--- src/rtl/pci_target_burst.sv ---
// PCI target data-phase engine: decodes the address phase, claims memory
// read/write hits in its window and runs bursts against a local word store.
module pci_target_burst #(
  parameter int                DATA_W      = 32,
  parameter int                ADDR_W      = 3,
  parameter logic [DATA_W-1:0] BASE_ADDR   = DATA_W'(32'h0000_1000),
  parameter int                WAIT_STATES = 0
) (
  input  logic                clk,
  input  logic                rst_n,
  input  logic                Frame,
  input  logic                Irdy,
  input  logic [DATA_W/8-1:0] Cbe,
  input  logic [DATA_W-1:0]   AD_in,
  output logic [DATA_W-1:0]   AD_out,
  output logic                AD_oe,
  output logic                Devsel,
  output logic                Trdy,
  output logic                Stop,
  output logic [1:0]          Phase
);

  localparam int              DEPTH    = 2 ** ADDR_W;
  localparam int              NBYTES   = DATA_W / 8;
  localparam logic [ADDR_W-1:0] LAST_IDX = ADDR_W'(DEPTH - 1);
  localparam logic [3:0]      WS_LAST  = 4'(WAIT_STATES - 1);
  localparam logic [3:0]      CMD_RD   = 4'b0110;
  localparam logic [3:0]      CMD_WR   = 4'b0111;

  typedef enum logic [2:0] {IDLE, IGNORE, WAIT, XFER, STOPW, TURN} state_t;

  state_t              state_q;
  logic [ADDR_W-1:0]   idx_q;
  logic                isWrite_q;
  logic [3:0]          cnt_q;
  logic [DATA_W-1:0]   mem_q [DEPTH];
  logic [DATA_W-1:0]   adOut_q;
  logic                adOe_q;
  logic                devsel_q;
  logic                trdy_q;
  logic                stop_q;
  logic [1:0]          phase_q;

  logic [ADDR_W-1:0]   addrIdx_d;
  logic [ADDR_W-1:0]   idxNext_d;
  logic                hit_d;
  logic [DATA_W-1:0]   wrWord_d;

  assign addrIdx_d = AD_in[ADDR_W+1:2];
  assign idxNext_d = idx_q + 1'b1;
  assign hit_d     = ((Cbe[3:0] == CMD_RD) || (Cbe[3:0] == CMD_WR)) &&
                     (AD_in[DATA_W-1:ADDR_W+2] == BASE_ADDR[DATA_W-1:ADDR_W+2]);

  // Byte-enable merge of the incoming write data over the addressed word.
  always_comb begin
    wrWord_d = mem_q[idx_q];
    for (int i = 0; i < NBYTES; i++) begin
      if (!Cbe[i]) wrWord_d[8*i +: 8] = AD_in[8*i +: 8];
    end
  end

  always_ff @(posedge clk) begin
    if (!rst_n) begin
      state_q   <= IDLE;
      idx_q     <= '0;
      isWrite_q <= 1'b0;
      cnt_q     <= '0;
      adOut_q   <= '0;
      adOe_q    <= 1'b0;
      devsel_q  <= 1'b1;
      trdy_q    <= 1'b1;
      stop_q    <= 1'b1;
      phase_q   <= 2'd0;
      for (int i = 0; i < DEPTH; i++) mem_q[i] <= '0;
    end else begin
      case (state_q)
        IDLE: begin
          if (!Frame) begin
            idx_q     <= addrIdx_d;
            isWrite_q <= Cbe[0];
            cnt_q     <= '0;
            if (hit_d) begin
              devsel_q <= 1'b0;
              phase_q  <= Cbe[0] ? 2'd2 : 2'd1;
              adOe_q   <= !Cbe[0];
              if (WAIT_STATES == 0) begin
                state_q <= XFER;
                trdy_q  <= 1'b0;
                stop_q  <= (addrIdx_d != LAST_IDX);
                adOut_q <= mem_q[addrIdx_d];
              end else begin
                state_q <= WAIT;
              end
            end else begin
              state_q <= IGNORE;
            end
          end
        end
        IGNORE: begin
          if (Frame && Irdy) state_q <= IDLE;
        end
        WAIT: begin
          if (cnt_q == WS_LAST) begin
            state_q <= XFER;
            trdy_q  <= 1'b0;
            stop_q  <= (idx_q != LAST_IDX);
            adOut_q <= mem_q[idx_q];
          end else begin
            cnt_q <= cnt_q + 4'd1;
          end
        end
        XFER: begin
          if (!Irdy) begin
            if (isWrite_q) mem_q[idx_q] <= wrWord_d;
            // The last word with Frame still low is a disconnect-with-data.
            if (idx_q == LAST_IDX && !Frame) begin
              state_q <= STOPW;
              trdy_q  <= 1'b1;
              stop_q  <= 1'b0;
            end else if (idx_q == LAST_IDX || Frame) begin
              state_q  <= TURN;
              devsel_q <= 1'b1;
              trdy_q   <= 1'b1;
              stop_q   <= 1'b1;
              adOe_q   <= 1'b0;
              phase_q  <= 2'd0;
            end else begin
              idx_q   <= idxNext_d;
              adOut_q <= mem_q[idxNext_d];
              stop_q  <= (idxNext_d != LAST_IDX);
            end
          end
        end
        STOPW: begin
          if (Frame) begin
            state_q  <= TURN;
            devsel_q <= 1'b1;
            trdy_q   <= 1'b1;
            stop_q   <= 1'b1;
            adOe_q   <= 1'b0;
            phase_q  <= 2'd0;
          end
        end
        TURN: begin
          state_q <= IDLE;
        end
        default: begin
          state_q <= IDLE;
        end
      endcase
    end
  end

  assign AD_out = adOut_q;
  assign AD_oe  = adOe_q;
  assign Devsel = devsel_q;
  assign Trdy   = trdy_q;
  assign Stop   = stop_q;
  assign Phase  = phase_q;

endmodule

--- config.mk ---
export PLATFORM = sky130hd
export DESIGN_NAME = pci_target_burst
export DESIGN_NICKNAME = d
export VERILOG_FILES = /design/src/rtl/pci_target_burst.sv
export SDC_FILE = /design/constraint.sdc
export NUM_CORES = 1
export LEC_CHECK = 0
export CORE_MARGIN = 2
export CORE_UTILIZATION = 62
export CTS_CLUSTER_DIAMETER = 60
export DETAILED_ROUTE_END_ITERATION = 12
export DONT_BUFFER_PORTS = 1
export PLACE_DENSITY_LB_ADDON = 0.1
export SYNTH_ARGS = -nofsm -noshare
export SYNTH_HDL_FRONTEND = slang
export SYNTH_SLANG_ARGS = --single-unit
--- constraint.sdc ---
create_clock -name clk -period 5.6 [get_ports clk]
set_clock_uncertainty 0.15 [all_clocks]
set_input_delay 1.12 -clock clk [delete_from_list [all_inputs] [get_ports clk]]
set_output_delay 1.12 -clock clk [all_outputs]
set_load 0.1 [all_outputs]
== Word level (Yosys, flattened, before mapping) ==
Memory sizes are Yosys's and may differ from the RTL's. A register that Yosys moved wholly into a read port is not among the register bits.
Index checks and enable logic that the tools add are counted.

* $add $sub $neg: 2
* Eq/ne operators: 23
* Mux-type cells: 72
* Bitwise logic cells: 1
* Reductions and logical operators: 22

{| class="wikitable"
|+ Operator list
! operator !! number
|-
| two-way mux 32 bit || 7
|-
| one-hot mux 32 bit (3 select lines) || 1
|-
| two-way mux 3 bit || 14
|-
| two-way mux 8 bit || 4
|-
| OR reduction 32 bit || 1
|-
| two-way mux 1 bit || 28
|-
| equality test 27 x 8 -> 1 bit, second input constant || 1
|-
| AND reduction 7 bit || 3
|-
| inequality test 2 bit, second input constant || 10
|-
| two-way mux 2 bit || 8
|-
| one-hot mux 3 bit (5 select lines) || 1
|-
| inequality test 3 bit, second input constant || 4
|-
| AND reduction 6 bit || 2
|-
| equality test 4 x 3 -> 1 bit, second input constant || 2
|-
| two-way mux 4 bit || 2
|-
| one-hot mux 1 bit (4 select lines) || 2
|-
| one-hot mux 4 bit (2 select lines) || 1
|-
| equality test 3 x 2 -> 1 bit, second input constant || 2
|-
| equality test 3 bit, second input constant || 2
|-
| one-hot mux 1 bit (3 select lines) || 2
|-
| one-hot mux 2 bit (3 select lines) || 1
|-
| one-hot mux 3 bit (2 select lines) || 1
|-
| nonzero test 3 bit || 2
|-
| AND reduction 5 bit || 1
|-
| other kinds (13) || 18
|}

* Register bits after elaboration: 49
* Memory bits (writable): 256
* Word-level logic and storage cells: 131
* Memories kept: 1

{| class="wikitable"
|+ Memory list
! memory !! words !! width !! rd ports !! clocked after memory_dff !! wr ports !! RTL line !! RTL
|-
| mem_q || 8 || 32 || 3 || 1 || 8 || 36 || <nowiki>logic [DATA_W-1:0] mem_q [DEPTH];</nowiki>
|}

== Depth between registers and ports, before layout ==
* Word-level depth: 8
* Depth in mapped cells: 10

== Worst setup path after synthesis ==
OpenSTA, ideal clock, no wires.

* Kind: input port to flip-flop
* Start: input rst_n
* End: memory mem_q[6][0] (enable)
* Library setup time: 0.389 ns
* Data arrival time: 2.799 ns
* Slack: 2.261 ns
* Stages on the path: 6
* Buffers on the path: 2
* Cell sequence: clkbuf_1 -> nand4_1 -> nor2_1 -> nand3_1 -> clkbuf_1 -> nand2_1

{| class="wikitable"
|+ RTL lines
! element !! RTL line !! RTL
|-
| start, declared || 10 || <nowiki>input logic rst_n,</nowiki>
|-
| end, declared || 36 ||
|}

== Final worst setup path ==
* Start: register idx_q[0]
* End: register adOut_q[27] (netlist: AD_out[27])

* Word-level cells in the longest chain between the ends: 6

{| class="wikitable"
|+ Ends and longest elaborated chain
! element !! RTL line !! RTL
|-
| start, declared || 33 || <nowiki>logic [ADDR_W-1:0] idx_q;</nowiki>
|-
| start signal, assigned || 79 || <nowiki>idx_q <= addrIdx_d;</nowiki>
|-
| start signal, assigned || 128 || <nowiki>idx_q <= idxNext_d;</nowiki>
|-
| adder 3 x 1 -> 3 bit || 50 || <nowiki>assign idxNext_d = idx_q + 1'b1;</nowiki>
|-
| memory (8 x 32 bit) || - ||
|-
| two-way mux 32 bit || 120 || <nowiki>end else if (idx_q == LAST_IDX || Frame) begin</nowiki>
|-
| two-way mux 32 bit || 116 || <nowiki>if (idx_q == LAST_IDX && !Frame) begin</nowiki>
|-
| two-way mux 32 bit || 113 || <nowiki>if (!Irdy) begin</nowiki>
|-
| one-hot mux 32 bit (3 select lines) || 76 || <nowiki>case (state_q)</nowiki>
|-
| end signal, assigned || 90 || <nowiki>adOut_q <= mem_q[addrIdx_d];</nowiki>
|-
| end signal, assigned || 107 || <nowiki>adOut_q <= mem_q[idx_q];</nowiki>
|-
| end signal, assigned || 129 || <nowiki>adOut_q <= mem_q[idxNext_d];</nowiki>
|-
| end, declared || 37 || <nowiki>logic [DATA_W-1:0] adOut_q;</nowiki>
|}

Several ways; a longest one is shown, not always the timed one. The select of a mux whose other input is x is not followed.
A chain may end at the register's enable or synchronous reset.

==> run summary <==
STA classifies the critical path startpoint as a register. The die covers 0.0292 sq mm. The tools report the number of global-route vias before repair as 11,900. The register clock-pin slew on the reported worst setup and hold paths was 0.06 ns.

In this run, distinct cell masters in the synthesized netlist total 54. In this run the cell area of the synthesized design comes to 0.0172 sq mm. The global route total overflow was 0. Global routing used 35.9% of the available tracks. Synthesis inferred 307 register bits. At the later pin of the worst-skew pair, clock insertion delay measures 0.52 ns.

The placed instance area was 0.0175 sq mm. The final RePlAce weighted congestion is 0.834. The run gives 67.4% as the final cell utilization of the core. The tools report the number of hold violations in the final report as 0. The worst path meets setup with 1.80 ns of slack. The die extent in x works out to 171 um. The logs give 0 for the total DRC errors in the routed layout and 1,965 for the total of fill cells in the finished design.

Headroom to the max-slew limit came out at 17.2%. The total of buffers placed on input and output ports is 0. The most used flip-flop cell after synthesis is sky130_fd_sc_hd__edfxtp_1. Setup repair after global routing left no endpoint under its margin. Family with the most delay on the worst path: simple AND/OR/NAND/NOR gates. Summing all non-filler instances in the final layout gives an area of 0.0186 sq mm.

The worst setup path is captured at a register. Dividing the final minimum period by the clock period gives 67.8%. Yosys attributes the largest share of cell area to sky130_fd_sc_hd__edfxtp_1, sky130_fd_sc_hd__mux4_2, sky130_fd_sc_hd__dfxtp_1, sky130_fd_sc_hd__nor2_1, sky130_fd_sc_hd__mux2i_1. The number of nets in the final layout was 1,256. The worst setup path is of the register to register kind. From bottom edge to top edge, the die measures 171 um.

The maximum level of the CTS H-tree was 2; the mean cell area of the mapped netlist was 13.7 sq um. Dividing the detail-routed wire length by the instance count gives 31.5 um. The pre-CTS setup slack is 1.51 ns, and the data required time at the worst endpoint is 5.89 ns. Cell with the biggest individual delay on the critical path: sky130_fd_sc_hd__and3_1. The repair_antennas step left the layout with diodes totalling 0.

The clock net in this run drives a total of 307 sinks. Counting I/O delays and the setup requirement, the final critical path takes 3.80 ns. The flow ran to the end, and the final reports show no timing, DRC or antenna violations.

TritonCTS built the clock tree. The run gives 0 ns as the accumulated negative setup slack. The tool flagged a number of max-cap violations equal to 0.

The number of buffers inserted to repair setup after CTS is 0. The number of slew-limit violations in the final report was 0; the effective utilization at floorplan was 62.6%. The initial antenna violation count was 0; the power per cell area was 307 mW/mm^2. For this design the static power due to leakage is 6.49 nW.

The count of antenna-violating nets left after detailed routing is 0, and the top-level port count is 78. Combined buffer and inverter count along the critical path: 1. Number of synthesis warnings: 0. Summed over all instances, the cell type with the most area after synthesis is sky130_fd_sc_hd__edfxtp_1. The half-perimeter wire length of the detailed placement result was 27.6 mm; the number of nets produced by synthesis was 1,303. In this run, post-CTS hold repair placed 0 buffers. Synthesis produced 1,259 cells. The tools report the area inside the core boundary as 0.0276 sq mm.

In this design, the stage delay of the slowest critical-path cell is 0.83 ns. The run gives 50.5% as the sequential area share after synthesis. STA puts the critical path data arrival time at 4.09 ns. Setup violations remaining at the end of the flow were counted as 0.

For the number of gates resized after cts, the log shows 0. Counting instances in the post-synthesis netlist gives the leading cell types as sky130_fd_sc_hd__nor2_1, sky130_fd_sc_hd__edfxtp_1, sky130_fd_sc_hd__mux4_2. The number of detailed-route iterations in the first pass was 5; the highest clock frequency the design can meet was 263 MHz.

The synthesized design contains 256 enable-type register cells. The signal on the critical path passes through ha_1 > ha_4 > nor2_1 > nand2_1 > a2111oi_4 > and3_1 > buf_4 > a32o_1. The highest fanout seen on the critical path works out to 14. In this run the worst hold path is classified as register to register. Detailed routing inserted a total of 11,900 vias.

After detailed routing, the number of vias per cell comes to 7.36. The clock passes through at most 3 buffers. The first global-routing pass estimated 75.1 mm of wire. The transition time at the pin with the least slew margin came out at 1.24 ns. The detailed router finished its first iteration with 1,421 violations.

Of the post-synthesis cell area, the dominant cell type holds 44.6%. In the final layout, the share of cells above drive strength 1 is 23.9%. Entering global routing, the biggest net connects 69 pins.

The area added between synthesis and finish came out at 7.71%. CTS placed an instance of sky130_fd_sc_hd__clkbuf_16 at the clock tree root. By instance count, the leading cell after synthesis is sky130_fd_sc_hd__nor2_1. Number of clock buffers inserted by TritonCTS: 35.

VDD sags by at most 0.249 mV. The share of synthesized registers carrying an async set or reset was 0%; the routed wire length was 50.8 mm. The cell row count is 61.
layout by cell type, fill, tap and decap left out, drive strengths merged, types with 4 or more instances in the layout:
cell,count
nor2,269
edfxtp,256
mux4,192
mux2i,100
nand2,85
dfxtp,51
clkbuf,50
o21ai,41
buf,29
a22oi,27
a32o,27
a21oi,12
nand3,8
inv,7
clkinv,7
nand4,5
nor2b,5
nor4,5
o22ai,5
o211ai,5
o221a,5
ha,4
cell families (layout without fill, tap and decap cells):
kind of cell / Yosys count / in the layout / synth area share (%)
flops: 307 / 307 / 50.5
mux: 292 / 292 / 30.9
simple gates: 398 / 398 / 9.40
compound gates: 136 / 136 / 5.83
xor+xnor: 3 / 3 / 0.152
fa+ha+maj: 4 / 4 / 0.290
buf+inv: 119 / 95 / 2.94
metal layers:
| layer | vias up | global-route usage, % | part of all wire, % |
|---|---|---|---|
| li1 | 4874 | - | - |
| met1 | 5991 | 46.6 | 35 |
| met2 | 853 | 58.0 | 49 |
| met3 | 152 | 9.60 | 13 |
| met4 | 0 | 14.8 | 4.0 |
| met5 | - | 0 | 0 |
power by group:
group,leakage (nW),internal (mW),switching (mW)
sequential,3.06,2.56,0.241
clock,0.512,1.27,0.895
combinational,2.92,0.363,0.371
total,6.49,4.19,1.51
worst register-to-register path, cell delays in order (launching register included):
cell and delay (ns):
sky130_fd_sc_hd__dfxtp_1 0.60, sky130_fd_sc_hd__ha_1 0.40, sky130_fd_sc_hd__ha_4 0.18, sky130_fd_sc_hd__nor2_1 0.14
sky130_fd_sc_hd__nand2_1 0.11, sky130_fd_sc_hd__a2111oi_4 0.69, sky130_fd_sc_hd__and3_1 0.83, sky130_fd_sc_hd__buf_4 0.40
sky130_fd_sc_hd__a32o_1 0.22
state kept, by name, summed over array words and instances, names as in the netlist, named ones only:
name / count
mem_q: 256
AD_out: 32
state_q: 3
isWrite_q: 1
idx_q: 3
cnt_q: 4
Stop: 1
Trdy: 1
Phase: 2
Devsel: 1
path summary, 6_finish.rpt:
check / slack, ns / endpoint / from / cells after the start
setup / recovery: 1.80 / AD_out[27] / idx_q[0] / 8
hold / removal: 0.36 / isWrite_q / isWrite_q / 2
setup reg to reg: 1.80 / AD_out[27] / idx_q[0] / 8
hold reg to reg: 0.36 / isWrite_q / isWrite_q / 2
layout make-up:
class / instances / area [sq um] / share of cell area, %
Sequential cell: 307 / 8720 / 46.9
Multi-Input combinational cell: 833 / 8090 / 43.6
Clock buffer: 50 / 952 / 5.13
Tap cell: 378 / 473 / 2.55
Timing Repair Buffer: 29 / 218 / 1.17
Clock inverter: 10 / 103 / 0.552
Inverter: 6 / 22.5 / 0.121
metrics by stage:
stage / std cells / hold WS, ns / total power, mW
after floorplan: 1259 / 0.313 / 3.40
after global placement: 1553 / 0.341 / 3.55
after detailed placement: 1553 / 0.348 / 3.57
after CTS: 1613 / 0.363 / 5.70
after global routing: 1613 / 0.380 / 5.84
final: 1613 / 0.360 / 5.70
Power figures use the tool's default switching activity.
